File: src/rtl/uart_rx_fifo.sv
// 8N1 UART receiver feeding a first-word-fall-through byte FIFO.
// Define UART_RX_MAJORITY_EN for 2-of-3 majority sampling around each mid-bit.
module uart_rx_fifo #(
    parameter int CLK_FREQ   = 12_000_000,
    parameter int BAUD       = 115200,
    parameter int FIFO_DEPTH = 16
) (
    input  logic                          clk,
    input  logic                          resetn,
    input  logic                          uart_rx,
    output logic [7:0]                    rd_data,
    output logic                          rd_valid,
    input  logic                          rd_ready,
    output logic [$clog2(FIFO_DEPTH):0]   fifo_count,
    output logic                          busy,
    output logic                          frame_err,
    output logic                          overrun,
    input  logic                          clr_err
);
    localparam int CLKS_PER_BIT = CLK_FREQ / BAUD;
    localparam int HALF         = CLKS_PER_BIT / 2;
    localparam int AW           = $clog2(FIFO_DEPTH);
    localparam int CW           = $clog2(CLKS_PER_BIT + 1);
`ifdef UART_RX_MAJORITY_EN
    localparam int LAG = 1;
`else
    localparam int LAG = 0;
`endif
    localparam logic [CW-1:0] START_END = CW'(HALF - 1 + LAG);
    localparam logic [CW-1:0] BIT_END   = CW'(CLKS_PER_BIT - 1);
    localparam logic [AW:0]   FULL      = (AW + 1)'(FIFO_DEPTH);

    typedef enum logic [2:0] {IDLE, START, DATA, STOP, BREAK} state_t;

    logic          rx_s1, rxs, bit_s;
    state_t        state;
    logic [CW-1:0] cnt;
    logic [2:0]    bit_idx;
    logic [7:0]    shreg;

    always_ff @(posedge clk or negedge resetn) begin
        if (!resetn) begin
            rx_s1 <= 1'b1;
            rxs   <= 1'b1;
        end else begin
            rx_s1 <= uart_rx;
            rxs   <= rx_s1;
        end
    end

`ifdef UART_RX_MAJORITY_EN
    // hist[0] is rxs one cycle back (mid), hist[1] two back (mid-1); rxs itself is mid+1
    logic [1:0] hist;
    always_ff @(posedge clk or negedge resetn) begin
        if (!resetn) hist <= 2'b11;
        else         hist <= {hist[0], rxs};
    end
    assign bit_s = (rxs & hist[0]) | (rxs & hist[1]) | (hist[0] & hist[1]);
`else
    assign bit_s = rxs;
`endif

    always_ff @(posedge clk or negedge resetn) begin
        if (!resetn) begin
            state     <= IDLE;
            cnt       <= '0;
            bit_idx   <= '0;
            shreg     <= '0;
            frame_err <= 1'b0;
        end else begin
            frame_err <= 1'b0;
            case (state)
                IDLE: begin
                    cnt     <= '0;
                    bit_idx <= '0;
                    if (!rxs) state <= START;
                end
                START: begin
                    if (cnt == START_END) begin
                        cnt   <= '0;
                        state <= bit_s ? IDLE : DATA;
                    end else begin
                        cnt <= cnt + CW'(1);
                    end
                end
                DATA: begin
                    if (cnt == BIT_END) begin
                        cnt     <= '0;
                        shreg   <= {bit_s, shreg[7:1]};
                        bit_idx <= bit_idx + 3'd1;
                        if (bit_idx == 3'd7) state <= STOP;
                    end else begin
                        cnt <= cnt + CW'(1);
                    end
                end
                STOP: begin
                    if (cnt == BIT_END) begin
                        cnt <= '0;
                        if (bit_s) begin
                            state <= IDLE;
                        end else begin
                            frame_err <= 1'b1;
                            state     <= BREAK;
                        end
                    end else begin
                        cnt <= cnt + CW'(1);
                    end
                end
                BREAK: if (rxs) state <= IDLE;
                default: state <= IDLE;
            endcase
        end
    end

    assign busy = (state != IDLE);

    // Byte is written on the stop-sample edge itself, so it shows on the next cycle.
    logic          push_req, push, pop;
    logic [7:0]    mem [FIFO_DEPTH];
    logic [AW-1:0] wptr, rptr;
    logic [AW:0]   count;

    assign push_req = (state == STOP) && (cnt == BIT_END) && bit_s;
    assign pop      = rd_valid && rd_ready;
    assign push     = push_req && ((count != FULL) || pop);

    always_ff @(posedge clk) begin
        if (push) mem[wptr] <= shreg;
    end

    always_ff @(posedge clk or negedge resetn) begin
        if (!resetn) begin
            wptr    <= '0;
            rptr    <= '0;
            count   <= '0;
            overrun <= 1'b0;
        end else begin
            if (push) wptr <= wptr + AW'(1);
            if (pop)  rptr <= rptr + AW'(1);
            case ({push, pop})
                2'b10:   count <= count + (AW + 1)'(1);
                2'b01:   count <= count - (AW + 1)'(1);
                default: count <= count;
            endcase
            if (push_req && !push) overrun <= 1'b1;
            else if (clr_err)      overrun <= 1'b0;
        end
    end

    assign rd_valid   = (count != '0);
    assign rd_data    = rd_valid ? mem[rptr] : 8'h00;
    assign fifo_count = count;
endmodule

File: config.mk
export PLATFORM = sky130hd
export DESIGN_NAME = uart_rx_fifo
export DESIGN_NICKNAME = d
export VERILOG_FILES = /design/src/rtl/uart_rx_fifo.sv
export SDC_FILE = /design/constraint.sdc
export NUM_CORES = 1
export LEC_CHECK = 0
export CORE_MARGIN = 2
export CORE_UTILIZATION = 61
export DETAILED_ROUTE_END_ITERATION = 8
export GPL_TIMING_DRIVEN = 0
export PLACE_DENSITY = 0.76
export SLEW_MARGIN = 5
export SYNTH_ARGS = -nofsm -noshare
export SYNTH_HDL_FRONTEND = slang
export SYNTH_SLANG_ARGS = --single-unit
File: constraint.sdc
create_clock -name clk -period 3.05 [get_ports clk]
set_input_delay 0.305 -clock clk [delete_from_list [all_inputs] [get_ports clk]]
set_output_delay 0.305 -clock clk [all_outputs]
set_load 0.05 [all_outputs]
==> results <==
- The number of sinks driven by the clock tree is 166.
- The internal power of the cells totals 4250 µW.
- Averaged over all synthesized cells, the footprint is 17.4 µm².
- The netlist uses 55 different library cells.
- The relative contribution of combinational cells to total power is 18.4%.
- The floorplan die height is 110 µm.
- The synthesized design contains 128 enable-type register cells.
- The area of the mapped netlist is 0.00688 mm².
- The hold violation total from the final report is 0.
- Data arrives at the worst endpoint at 2.62 ns.
- The flip-flop and latch count after synthesis is 166.
- After global routing the overflow that remains totals 0.
- STA puts the critical path data required time at 2.74 ns.
- In the synthesized netlist the async set-or-reset flop fraction comes to 22.9%.
- The deepest level of the CTS H-tree is 4.
- The number of max-cap violations is 0.
- The min-delay analysis places its worst path in the category in -> reg.
- Synthesis produced a netlist with a net count of 410.
- Across all layers, the routed design uses 3,618 vias.
- At the pin with the least slew margin, the transition time is 0.851 ns.
- In this run the power spent charging and discharging nets is 1610 µW.
- The largest individual stage delay along the critical path comes from the cell sky130_fd_sc_hd__clkdlybuf4s50_1.
- The proportion of layout cells with a drive suffix above 1 is 23.2%.
- IR analysis of the VDD net gives a maximum drop of 0.000530 V.
- The global-route wire length before repair is 20,400 µm.
- Measured against its own limit, the worst slew margin works out to 43.3%.
- Power spread over the standard cell area amounts to 742 mW/mm².
- Entering global routing, the biggest net connects 39 pins.
- The number of antenna-violating nets in the routed design is 0.
- Along the worst path, the maximum fanout reaches 10.
- The die area is 0.0121 mm².
- The routed design could run at a clock period as short as 2.92 ns.
- The worst-case register-to-register setup slack is 0.29 ns.
- The maximum clock frequency is 342 MHz.
- The category of the critical setup timing path is reg -> out.
- After clock tree synthesis, the clock-pin slew on the worst setup and hold paths is 0.06 ns.
- Measured on the finished design, the core utilization comes to 72.2%.
- Setup repair after global routing left no endpoint under its margin.
- The startpoint class of the critical path is a register.
- For this run, the slowest stage of the critical path takes 0.71 ns.
- In the finished design, the share of the clock period the worst path needs comes to 95.8%.
- After detailed routing, the average wire length per cell comes to 22.6 µm.
- For this run, the number of Yosys warnings is 0.
- Summing the sequential cell areas from Yosys gives 69.7% of the chip area.
- Row generation in the floorplan step produced 38 rows.
- The number of DRC violations after detailed-routing iteration 0 is 220.
- The number of nets in the final layout is 450.
- The part of the total power dissipated in the clock network is 37.6%.
- Routability-driven placement finished with a final weighted congestion of 0.759.
- The TritonCTS clock tree is built.
- The initial antenna violation count is 0.
- The placeable core area is 0.0109 mm².
- Summed over all cells, the static leakage comes to 0.00312 µW.
- Once detailed placement completed, the half-perimeter wirelength came to 8260 µm.
- The final max-slew violation count is 0.
- The remaining routing DRC violations is 0.
- 22 I/O pins were placed.
- Synthesis produced 395 cells.
- Dividing the detail-routed via count by the number of cells gives 6.15.
- The final setup skew is 0.00758 ns.
- The number of buffers created by CTS is 17.
- The run finished with clean final reports.
- The relative area change from synthesis to final layout is 14.8%.
- The cell sitting at the root of the clock tree is a sky130_fd_sc_hd__clkbuf_16.
- The worst setup path is captured at an output port.
- The detailed-routing iteration count for the pre-antenna-repair pass is 5.
- The post-CTS setup buffer count is 0.
- The count of input and output buffers is 21.
- For this run, the total global-route usage over all layers was measured as 24.4%.
- The signal on the critical path passes through buf_6, or4_4, nor2_4, inv_1, clkdlybuf4s50_1.
- The net switching share of the total power is 27.5%.
- The most used flip-flop cell after synthesis is sky130_fd_sc_hd__edfxtp_1.
- The via count of the first global-routing pass came to 3,646.
- In this run, flip-flops and latches consume 44.0% of the power.
- The final routed wirelength across all metal layers is 13,300 µm.
- The setup violation total in the final timing report is 0.
- No sink is reached through more buffers than the 2 on the longest clock path.
- The chip width is 110 µm.
- In this run the cell area measured after placement is 0.00726 mm².
- The final design area excluding fillers is 0.00790 mm².
- The sum of negative setup slack is 0 ns.
- The initial core utilization is 62.9%.
- The later pin in the worst-skew pair is clocked with a latency of 0.43 ns.
- The number of antenna diodes is 0.
## sequential cells by signal, indices dropped and copies added (netlist names)
signal and flops:
shreg 8, frame_err 1, state 3, bit_idx 3, rx_s1 1, mem 128
cnt 7, bit_s 1, wptr 4, fifo_count 5, overrun 1, rptr 4
## metrics by stage
stage / cells / hold slack (ns) / setup slack, ns / total power (µW)
after CTS: 589 / 0.266 / 0.00652 / 5890
after global routing: 588 / 0.271 / 0.0463 / 6090
after global placement: 556 / 0.347 / -0.0841 / 3660
final: 588 / 0.283 / 0.129 / 5860
after detailed placement: 556 / 0.348 / -0.104 / 3680
after floorplan: 395 / 0.00941 / 0.307 / 3390
## kinds of logic after synthesis
logic type,after synthesis,share of synthesized area (%)
AO/OA/AOI/OAI,52,5.58
XOR/XNOR,14,1.78
adder cells (fa/ha/maj),10,1.82
buffers and inverters,22,1.42
flip-flops,166,69.7
multiplexers,43,12.4
AND/OR/NAND/NOR,88,7.31
## repair_timing
action | 4_1_cts | 5_1_grt
setup endpoints to repair | 9 | 6
hold buffers | 1 | 0
endpoints found under the hold margin | 7 | 0
resized for setup | 16 | 8
## final cells by class
type                            count  area (µm²)
Tap cell                          140         175
Inverter                            4        15.0
Sequential cell                   166        4800
Buffer                             17         106
Clock buffer                       18         439
Timing Repair Buffer               22         198
Multi-Input combinational cell    207        1990
Fill cell                         674        3040
Clock inverter                     14         175
## layer usage
layer | GRT usage (%) | up-vias | routed length (µm)
li1 | - | 1626 | -
met1 | 32.2 | 1868 | 5510
met2 | 39.7 | 107 | 6880
met3 | 6.70 | 17 | 662
met4 | 8.04 | 0 | 225
met5 | 0 | - | 0
## cells in the mapped netlist, types with 6 or more instances
master	instances	area share, %
sky130_fd_sc_hd__clkbuf_1	8	0.44
sky130_fd_sc_hd__nand2_1	22	1.2
sky130_fd_sc_hd__a22oi_1	17	1.9
sky130_fd_sc_hd__mux4_2	32	10
sky130_fd_sc_hd__a21oi_1	16	1.2
sky130_fd_sc_hd__xnor2_1	7	0.89
sky130_fd_sc_hd__xor2_1	7	0.89
sky130_fd_sc_hd__and2_1	13	1.2
sky130_fd_sc_hd__mux2_2	8	1.3
sky130_fd_sc_hd__buf_2	6	0.44
sky130_fd_sc_hd__nor2_1	12	0.65
sky130_fd_sc_hd__edfxtp_1	128	56
sky130_fd_sc_hd__dfrtp_1	36	13
sky130_fd_sc_hd__ha_1	10	1.8
## critical path: cells and delay by family (launching register included)
family | cells | cell delay, ns
buffers and inverters | 3 | 0.92
and+or+nand+nor | 2 | 0.87
DFF | 1 | 0.39
## cell usage in the layout (no fill, tap or decap), types with 3 or more instances in the layout
master                            Yosys  final
sky130_fd_sc_hd__a21o_1               3      3
sky130_fd_sc_hd__a21oi_1             16     16
sky130_fd_sc_hd__a22oi_1             17     17
sky130_fd_sc_hd__and2_1              13     13
sky130_fd_sc_hd__and3_1               4      4
sky130_fd_sc_hd__buf_1                3      3
sky130_fd_sc_hd__buf_2                6      3
sky130_fd_sc_hd__buf_6                1      4
sky130_fd_sc_hd__bufinv_16            0      3
sky130_fd_sc_hd__clkbuf_1             8      4
sky130_fd_sc_hd__clkbuf_16            0     17
sky130_fd_sc_hd__clkbuf_2             0      4
sky130_fd_sc_hd__clkdlybuf4s50_1      0     12
sky130_fd_sc_hd__clkinv_4             0      3
sky130_fd_sc_hd__clkinvlp_4           0      3
sky130_fd_sc_hd__dfrtp_1             36     36
sky130_fd_sc_hd__dlygate4sd2_1        0      6
sky130_fd_sc_hd__edfxtp_1           128    128
sky130_fd_sc_hd__ha_1                10     10
sky130_fd_sc_hd__inv_1                4      4
sky130_fd_sc_hd__inv_6                0      3
sky130_fd_sc_hd__mux2_2               8      8
sky130_fd_sc_hd__mux4_2              32     32
sky130_fd_sc_hd__nand2_1             22     22
sky130_fd_sc_hd__nand3_1              4      4
sky130_fd_sc_hd__nor2_1              12     12
sky130_fd_sc_hd__nor2b_1              4      4
sky130_fd_sc_hd__nor3_1               3      3
sky130_fd_sc_hd__nor3b_1              4      4
sky130_fd_sc_hd__o21ai_0              4      4
sky130_fd_sc_hd__or3_1                4      4
sky130_fd_sc_hd__xnor2_1              7      7
sky130_fd_sc_hd__xor2_1               7      7
## power groups by stage
stage	sequential, µW	clock (µW)	combinational [µW]
2_1_floorplan	2710	0	681
3_3_place_gp	2600	0	1060
3_5_place_dp	2610	0	1070
4_1_cts	2560	2240	1100
5_1_grt	2590	2310	1180
6_report	2580	2200	1080
## final timing paths
kind                                           start                   to  cells past startpoint
max                        fifo_count[1]$_DFFE_PN0P_             rd_valid                      5
min                                          uart_rx      rx_s1$_DFF_PN1_                      1
max reg2reg                          bit_s$_DFF_PN1_  mem[3][3]$_DFFE_PP_                      5
min reg2reg                          rx_s1$_DFF_PN1_      bit_s$_DFF_PN1_                      0
max in group asynchronous                     resetn  wptr[2]$_DFFE_PN0P_                      2
min in group asynchronous                     resetn  rptr[1]$_DFFE_PN0P_                      2
No activity file was read; power rests on OpenSTA's default activity.
